===== src/rtl/dmem_arbiter_if.sv =====
// Bundle of requester, memory-port and response signals shared by the data-memory arbiter.
// The slave side is the arbiter; the master side is requesters plus memory.
interface dmem_arbiter_if #(
    parameter int data_width = 32,
    parameter int addr_width = 15,
    parameter int NREQ       = 4
);
    logic [NREQ-1:0]            i_REQ_VALID;
    logic [NREQ-1:0]            i_REQ_WE;
    logic [NREQ*addr_width-1:0] i_REQ_ADDR;
    logic [NREQ*data_width-1:0] i_REQ_WDATA;
    logic [NREQ-1:0]            o_REQ_READY;
    logic                       o_MEM_EN;
    logic                       o_MEM_WE;
    logic [addr_width-1:0]      o_MEM_ADDR;
    logic [data_width-1:0]      o_MEM_WDATA;
    logic [data_width-1:0]      i_MEM_RDATA;
    logic [NREQ-1:0]            o_RSP_VALID;
    logic [data_width-1:0]      o_RSP_RDATA;

    modport slave (
        input  i_REQ_VALID, i_REQ_WE, i_REQ_ADDR, i_REQ_WDATA, i_MEM_RDATA,
        output o_REQ_READY, o_MEM_EN, o_MEM_WE, o_MEM_ADDR, o_MEM_WDATA,
        output o_RSP_VALID, o_RSP_RDATA
    );

    modport master (
        output i_REQ_VALID, i_REQ_WE, i_REQ_ADDR, i_REQ_WDATA, i_MEM_RDATA,
        input  o_REQ_READY, o_MEM_EN, o_MEM_WE, o_MEM_ADDR, o_MEM_WDATA,
        input  o_RSP_VALID, o_RSP_RDATA
    );
endinterface


===== src/rtl/dmem_arbiter.sv =====
// Four-way round-robin arbiter onto a single data-memory port, with one-cycle
// read responses routed back to the requester that issued them.
module dmem_arbiter #(
    parameter int data_width = 32,
    parameter int addr_width = 15,
    parameter int NREQ       = 4
) (
    input  logic          i_CLK,
    input  logic          i_RSTN,
    dmem_arbiter_if.slave bus
);
    logic [addr_width-1:0] req_addr  [NREQ];
    logic [data_width-1:0] req_wdata [NREQ];

    genvar gi;
    generate
        for (gi = 0; gi < NREQ; gi++) begin : g_split
            assign req_addr[gi]  = bus.i_REQ_ADDR[gi*addr_width +: addr_width];
            assign req_wdata[gi] = bus.i_REQ_WDATA[gi*data_width +: data_width];
        end
    endgenerate

    logic [1:0]      p_q, p_d;
    logic [NREQ-1:0] rsp_valid_q, rsp_valid_d;
    logic [1:0]      gnt_idx;
    logic [1:0]      search_idx;
    logic            gnt_any;
    logic [NREQ-1:0] gnt;

    // Search from the pointer upward; the pointer lands just past the winner,
    // so any requester held valid waits at most three cycles.
    always_comb begin
        gnt_any    = 1'b0;
        gnt_idx    = p_q;
        search_idx = p_q;
        for (int i = 0; i < NREQ; i++) begin
            search_idx = p_q + 2'(i);
            if (!gnt_any && bus.i_REQ_VALID[search_idx]) begin
                gnt_any = 1'b1;
                gnt_idx = search_idx;
            end
        end
        if (!i_RSTN) begin
            gnt_any = 1'b0;
        end
        gnt = gnt_any ? (NREQ'(1) << gnt_idx) : '0;
    end

    always_comb begin
        p_d         = gnt_any ? (gnt_idx + 2'd1) : p_q;
        rsp_valid_d = (gnt_any && !bus.i_REQ_WE[gnt_idx]) ? gnt : '0;
    end

    always_ff @(posedge i_CLK or negedge i_RSTN) begin
        if (!i_RSTN) begin
            p_q         <= 2'd0;
            rsp_valid_q <= '0;
        end else begin
            p_q         <= p_d;
            rsp_valid_q <= rsp_valid_d;
        end
    end

    assign bus.o_REQ_READY = gnt;
    assign bus.o_MEM_EN    = gnt_any;
    assign bus.o_MEM_WE    = gnt_any & bus.i_REQ_WE[gnt_idx];
    assign bus.o_MEM_ADDR  = gnt_any ? req_addr[gnt_idx]  : '0;
    assign bus.o_MEM_WDATA = gnt_any ? req_wdata[gnt_idx] : '0;

    // Memory read data is only forwarded in the cycle its response is owed.
    assign bus.o_RSP_VALID = rsp_valid_q;
    assign bus.o_RSP_RDATA = (|rsp_valid_q) ? bus.i_MEM_RDATA : '0;
endmodule


===== src/flat_wrapper.sv =====
// flat-port wrapper written by rule: the top's interface ports become plain ports
module dmem_arbiter_flat 
#(
    parameter int data_width = 32,
    parameter int addr_width = 15,
    parameter int NREQ       = 4
)
  (i_CLK, i_RSTN, bus_i_REQ_VALID, bus_i_REQ_WE, bus_i_REQ_ADDR, bus_i_REQ_WDATA, bus_i_MEM_RDATA, bus_o_REQ_READY, bus_o_MEM_EN, bus_o_MEM_WE, bus_o_MEM_ADDR, bus_o_MEM_WDATA, bus_o_RSP_VALID, bus_o_RSP_RDATA);
  dmem_arbiter_if #(.data_width(data_width), .addr_width(addr_width), .NREQ(NREQ)) bus_i ();
  input  logic i_CLK;
  input  logic i_RSTN;
  input wire logic [$bits(bus_i.i_REQ_VALID)-1:0] bus_i_REQ_VALID;
  input wire logic [$bits(bus_i.i_REQ_WE)-1:0] bus_i_REQ_WE;
  input wire logic [$bits(bus_i.i_REQ_ADDR)-1:0] bus_i_REQ_ADDR;
  input wire logic [$bits(bus_i.i_REQ_WDATA)-1:0] bus_i_REQ_WDATA;
  input wire logic [$bits(bus_i.i_MEM_RDATA)-1:0] bus_i_MEM_RDATA;
  output wire logic [$bits(bus_i.o_REQ_READY)-1:0] bus_o_REQ_READY;
  output wire logic [$bits(bus_i.o_MEM_EN)-1:0] bus_o_MEM_EN;
  output wire logic [$bits(bus_i.o_MEM_WE)-1:0] bus_o_MEM_WE;
  output wire logic [$bits(bus_i.o_MEM_ADDR)-1:0] bus_o_MEM_ADDR;
  output wire logic [$bits(bus_i.o_MEM_WDATA)-1:0] bus_o_MEM_WDATA;
  output wire logic [$bits(bus_i.o_RSP_VALID)-1:0] bus_o_RSP_VALID;
  output wire logic [$bits(bus_i.o_RSP_RDATA)-1:0] bus_o_RSP_RDATA;
  assign bus_i.i_REQ_VALID = bus_i_REQ_VALID;
  assign bus_i.i_REQ_WE = bus_i_REQ_WE;
  assign bus_i.i_REQ_ADDR = bus_i_REQ_ADDR;
  assign bus_i.i_REQ_WDATA = bus_i_REQ_WDATA;
  assign bus_i.i_MEM_RDATA = bus_i_MEM_RDATA;
  assign bus_o_REQ_READY = bus_i.o_REQ_READY;
  assign bus_o_MEM_EN = bus_i.o_MEM_EN;
  assign bus_o_MEM_WE = bus_i.o_MEM_WE;
  assign bus_o_MEM_ADDR = bus_i.o_MEM_ADDR;
  assign bus_o_MEM_WDATA = bus_i.o_MEM_WDATA;
  assign bus_o_RSP_VALID = bus_i.o_RSP_VALID;
  assign bus_o_RSP_RDATA = bus_i.o_RSP_RDATA;
  dmem_arbiter #(.data_width(data_width), .addr_width(addr_width), .NREQ(NREQ)) u_core (.i_CLK(i_CLK), .i_RSTN(i_RSTN), .bus(bus_i));
endmodule

===== config.mk =====
export PLATFORM = sky130hd
export DESIGN_NAME = dmem_arbiter_flat
export DESIGN_NICKNAME = d
export VERILOG_FILES = /design/src/rtl/dmem_arbiter_if.sv /design/src/rtl/dmem_arbiter.sv /design/src/flat_wrapper.sv
export SDC_FILE = /design/constraint.sdc
export NUM_CORES = 1
export LEC_CHECK = 0
export BUFFER_PORTS_ARGS = -buffer_cell sky130_fd_sc_hd__clkbuf_2
export CORE_AREA = 2 2 124 126
export DETAILED_ROUTE_END_ITERATION = 7
export DIE_AREA = 0 0 126 128
export HOLD_SLACK_MARGIN = 0.12
export PLACE_DENSITY = 0.44
export SLEW_MARGIN = 20
export SYNTH_ARGS = -nofsm -noshare
export SYNTH_HDL_FRONTEND = slang
export SYNTH_SLANG_ARGS = --single-unit

===== constraint.sdc =====
create_clock -name i_CLK -period 3.47 [get_ports i_CLK]
set_input_delay 0.5205 -clock i_CLK [delete_from_list [all_inputs] [get_ports i_CLK]]
set_output_delay 0.5205 -clock i_CLK [all_outputs]
set_load 0.02 [all_outputs]

# Word-level counts from Yosys, hierarchy flattened
# Index checks and enable logic that the tools add are counted.
[classes]
order_cmp = 6
n_addsub = 4
n_shift = 1
reduce_logical = 9
n_bitwise = 2
muxes = 29
[op_table]
columns = ["cell", "count"]
rows = [
  ["32-bit 2-to-1 mux", 4],
  ["32-bit binary-select mux with 2-bit select", 1],
  ["15-bit 2-to-1 mux", 3],
  ["15-bit binary-select mux with 2-bit select", 1],
  ["2-bit by 3-bit less-than comparator with 1-bit output, second input constant", 5],
  ["1-bit binary-select mux with 2-bit select", 5],
  ["1-bit 2-to-1 mux", 10],
  ["4-bit 2-to-1 mux", 2],
  ["2-bit 2-to-1 mux", 3],
  ["2-bit by 1-bit adder with 2-bit output, second input constant", 2],
  ["2-bit adder, second input constant", 2],
  ["1-bit logical AND", 4],
  ["1-bit zero test", 4],
  ["4-bit OR reduction", 1],
  ["1-bit by 2-bit << shifter with 4-bit output, first input constant", 1],
  ["3-bit greater-or-equal comparator, second input constant", 1],
  ["2-bit NOT with 3-bit output", 1],
  ["1-bit AND", 1],
]
[word_totals]
reg_bits = 6
in_bits = 230
out_inout_bits = 89

# Logic depth before layout (Yosys ltp)
[logic_depth]
depth_word = 17
ltp_mapped = 8
mapped_depth_nobuf = 7

# Worst setup path before layout
# OpenSTA, ideal clock, no wires.
[synth_path]
kind = "in2out"
start = "input bus_i_REQ_VALID[2]"
end = "output bus_o_MEM_ADDR[11]"
required_ns = 2.949
setup_slack_ns = 1.053
n_path_buf = 2
path_stages = 7
t_arrival_ns = 1.897
path_cell_list = "or3_1 > nand4b_2 > nand2_2 > buf_6 > buf_6 > mux2i_1 > o22ai_1"
[synth_via]
elab_chain_len = 17
[synth_lines]
columns = ["item", "line", "source"]
rows = [
  ["from (decl)", "flat_wrapper.sv:12", "input wire logic [$bits(bus_i.i_REQ_VALID)-1:0] bus_i_REQ_VALID;"],
  ["1-bit binary-select mux with 2-bit select", "dmem_arbiter.sv:38", "if (!gnt_any && bus.i_REQ_VALID[search_idx]) begin"],
  ["1-bit 2-to-1 mux (not written as such)", "dmem_arbiter.sv:38", ""],
  ["1-bit 2-to-1 mux", "dmem_arbiter.sv:38", ""],
  ["1-bit zero test", "dmem_arbiter.sv:38", ""],
  ["1-bit logical AND", "dmem_arbiter.sv:38", ""],
  ["1-bit 2-to-1 mux", "dmem_arbiter.sv:38", ""],
  ["1-bit zero test", "dmem_arbiter.sv:38", ""],
  ["1-bit logical AND", "dmem_arbiter.sv:38", ""],
  ["1-bit 2-to-1 mux", "dmem_arbiter.sv:38", ""],
  ["1-bit zero test", "dmem_arbiter.sv:38", ""],
  ["1-bit logical AND", "dmem_arbiter.sv:38", ""],
  ["2-bit 2-to-1 mux", "dmem_arbiter.sv:38", ""],
  ["2-bit NOT with 3-bit output (not written as such)", "dmem_arbiter.sv:67", "assign bus.o_MEM_ADDR = gnt_any ? req_addr[gnt_idx] : '0;"],
  ["15-bit binary-select mux with 2-bit select", "dmem_arbiter.sv:67", ""],
  ["15-bit 2-to-1 mux (not written as such) (2 in series)", "dmem_arbiter.sv:67", ""],
  ["15-bit 2-to-1 mux (*)", "dmem_arbiter.sv:67", ""],
  ["to (decl)", "flat_wrapper.sv:20", "output wire logic [$bits(bus_i.o_MEM_ADDR)-1:0] bus_o_MEM_ADDR;"],
]
# Mark *: on every way between the ends. The rest lies on a longest branch, timed or not. The select of a mux whose other input is x is not followed.

# Worst setup path in the final report
[layout_path]
start = "input bus_i_REQ_VALID[3]"
end = "output bus_o_MEM_WDATA[25]"
[layout_via]
elab_chain_len = 17
[layout_lines]
columns = ["item", "line", "source"]
rows = [
  ["1-bit binary-select mux with 2-bit select", "dmem_arbiter.sv:38", ""],
  ["1-bit 2-to-1 mux (not written as such)", "dmem_arbiter.sv:38", ""],
  ["1-bit 2-to-1 mux", "dmem_arbiter.sv:38", ""],
  ["1-bit zero test", "dmem_arbiter.sv:38", ""],
  ["1-bit logical AND", "dmem_arbiter.sv:38", ""],
  ["1-bit 2-to-1 mux", "dmem_arbiter.sv:38", ""],
  ["1-bit zero test", "dmem_arbiter.sv:38", ""],
  ["1-bit logical AND", "dmem_arbiter.sv:38", ""],
  ["1-bit 2-to-1 mux", "dmem_arbiter.sv:38", ""],
  ["1-bit zero test", "dmem_arbiter.sv:38", ""],
  ["1-bit logical AND", "dmem_arbiter.sv:38", ""],
  ["2-bit 2-to-1 mux", "dmem_arbiter.sv:38", ""],
  ["2-bit NOT with 3-bit output (not written as such)", "dmem_arbiter.sv:68", "assign bus.o_MEM_WDATA = gnt_any ? req_wdata[gnt_idx] : '0;"],
  ["32-bit binary-select mux with 2-bit select", "dmem_arbiter.sv:68", ""],
  ["32-bit 2-to-1 mux (not written as such) (2 in series)", "dmem_arbiter.sv:68", ""],
  ["32-bit 2-to-1 mux (*)", "dmem_arbiter.sv:68", ""],
  ["to (decl)", "flat_wrapper.sv:21", "output wire logic [$bits(bus_i.o_MEM_WDATA)-1:0] bus_o_MEM_WDATA;"],
]
# Marked as above.

==> metrics.yaml <==
status:
  status: "complete, no violations"
layout:
  drive_gt1_frac: 0.613
  area_delta_synth_final_pct: 90.1
  diodes: 0
  fin_nets: 781
  post-route-util: 0.259
clocking:
  cts.hold.buffers_added: 0
  cts_sinks: 6
  cts_setup_buffers: 0
  cts_tree: "yes"
  cts-root-buf: "clkbuf_16"
  cts.clk_slew.worst_paths_ns: 0.04
  cts_buffer_depth: 2
  h-tree-depth: 1
  cts_buffers: 3
  cts_resized: 0
  insertion_delay_ns: 0.23
timing:
  final_max_slew_viol_count: 0
  worst_pin_slew_ns: 0.811
  tns_ns: 0
  slew_headroom: 0.459
  rsz0062_at_grt: "false"
  skew_ns: 0.00348
  period_needed_ns: 2.96
  fin_ws_ns: 0.511
  setup_violations: 0
  fmax_mhz: 338
  fin_crit_sh: 0.853
  hold_viol: 0
  timing.hold.ws_ns: 0.121
critical_path:
  critical-path-top-delay-family: "buffers and inverters"
  critical_path_class: "input port to output port"
  path_cells: "clkbuf_2, nand3b_1, nand4b_2, nand2_8, buf_4, mux2i_1, o22ai_1, clkbuf_2"
  crit_slowest_cell: "buf_4"
  cp_slowest_stage_delay_ns: 0.62
  cp-end-kind: "output port"
  path_max_fanout: 50
  cp.buffers_inverters: 3
  critical_path_depth: 8
  crit_path_frequent_cell: "clkbuf_2"
  critPathArrivalTime_ns: 2.44
  reg2regPathDepth: 7
  critPathLaunchType: "input port"
  worst_ep_required_time_ns: 2.95
routing:
  wl_per_cell_um: 13.4
  vias: 3082
  dr.pass1.iters: 4
  drt_iter0_drc: 59
  drt.antenna.violating_nets: 0
  post-route-drc-count: 0
  viasPerCell: 4.20
  routed_wl_um: 9820
pwr:
  leakagePower_nw: 2.31
  ir_drop_mv: 0.296
  p_total_mw: 2.08
  powerDensity_nw_per_um2: 540
logic_synthesis:
  synth_top_cell_by_area: "mux2i_1"
  ys_types: 28
  synthCells: 243
  synth_edf_count: 0
  syn_area_um2: 2030
  yosysMostFrequentCell: "mux2i_1"
  yosysSeqAreaShare: 0.0741
  synth_seq_cells: 6
  netlist_top_cells_count: "94 x mux2i_1, 47 x o22ai_1, 35 x nor2b_1, 13 x buf_2"
  synth.top_cell.area_share: 0.464
  syn_avg_cell_area_um2: 8.34
  synthArstFlopShare: 1.00
  ys_top_cells_by_area: "mux2i_1 46%, o22ai_1 15%, nor2b_1 11%, dfrtp_1 7.4%, buf_6 3.3%"
  synthesis.nets: 477
  ys.flop_type: "dfrtp_1"
  ys.warnings.count: 0
place:
  portBuffers: 318
  hpwl_um: 8480
  place_ws_ns: 0.528
  place_congestion: 0.765
die:
  dieArea_um2: 16100
  core_area_um2: 14900
  initial_utilization: 0.136
  io_pins: 319
  rows: 45
  die_x_um: 126
  die_y_um: 128
grt:
  antenna_found_initial: 0
  grt_pass1_vias: 3024
  grt_max_degree: 51
  grt_usage: 0.109
  grt_pass1_wl_um: 14600
  grt-ovfl-total: 0
hold_path:
  min_path_type: "input port to async pin"
run:
  maxCapViolations: 0
worst paths after layout:
kind                                              to  slack (ns)          startpoint
max                              bus_o_MEM_WDATA[25]        0.51  bus_i_REQ_VALID[3]
min                                    u_core.p_q[0]        0.12              i_RSTN
max reg2reg                u_core.bus.o_RSP_VALID[2]        1.38       u_core.p_q[1]
min reg2reg                            u_core.p_q[0]        0.54       u_core.p_q[0]
max in group asynchronous  u_core.bus.o_RSP_VALID[2]        3.18              i_RSTN
min in group i_CLK                     u_core.p_q[0]        0.54       u_core.p_q[0]
cell families after synthesis:
logic type / count (synthesis) / synth area share
muxes: 95 / 0.470
AOI/OAI and AO/OA: 59 / 0.191
and+or+nand+nor: 51 / 0.158
buffers and inverters: 28 / 0.0821
DFF: 6 / 0.0741
adders and majority gates: 4 / 0.0247
cells in the final DEF (no fill, tap or decap), types with 2 or more instances in the layout:
| cell | synthesis | layout |
|---|---|---|
| clkbuf_16 | 0 | 3 |
| inv_2 | 2 | 2 |
| clkbuf_2 | 0 | 318 |
| buf_4 | 0 | 4 |
| o211ai_1 | 2 | 2 |
| ha_1 | 4 | 4 |
| a21boi_1 | 4 | 4 |
| inv_1 | 2 | 2 |
| nand2_2 | 1 | 2 |
| o22ai_1 | 47 | 47 |
| nor2b_1 | 35 | 35 |
| o21ai_1 | 2 | 2 |
| mux2i_1 | 94 | 94 |
| nand3_1 | 2 | 2 |
| and2_1 | 4 | 4 |
| dfrtp_1 | 6 | 6 |
stage by stage:
step	cells	instance area, µm²
2_1_floorplan	243	2030
3_3_place_gp	730	3780
3_5_place_dp	730	3780
4_1_cts	733	3850
5_1_grt	733	3850
6_report	733	3850
sequential cells by signal, indices dropped and copies added, names as in the netlist:
register	count
u_core.p_q	2
u_core.bus.o_RSP_VALID	4
cell type report:
class | instances | area [µm²]
timing repair buffer | 323 | 1640
clock buffer | 3 | 75.1
fill | 1658 | 11000
inverter | 4 | 15.0
sequential | 6 | 150
multi-input combinational | 209 | 1730
tap | 188 | 235
layer usage:
| layer | vias up | part of all wire | GRT usage |
|---|---|---|---|
| met5 | - | 0 | 0 |
| met4 | 0 | 0.0086 | 0.0187 |
| met3 | 8 | 0.093 | 0.0225 |
| met2 | 185 | 0.56 | 0.230 |
| met1 | 1357 | 0.34 | 0.109 |
| li1 | 1532 | - | - |
report_power, final:
part / total [mW] / switching (mW) / leakage, nW / internal [mW]
clock network: 0.188 / 0.0400 / 0.0370 / 0.148
logic: 1.79 / 1.07 / 2.19 / 0.718
registers: 0.106 / 0.0181 / 0.0778 / 0.0876
No activity file was read; power rests on OpenSTA's default activity.
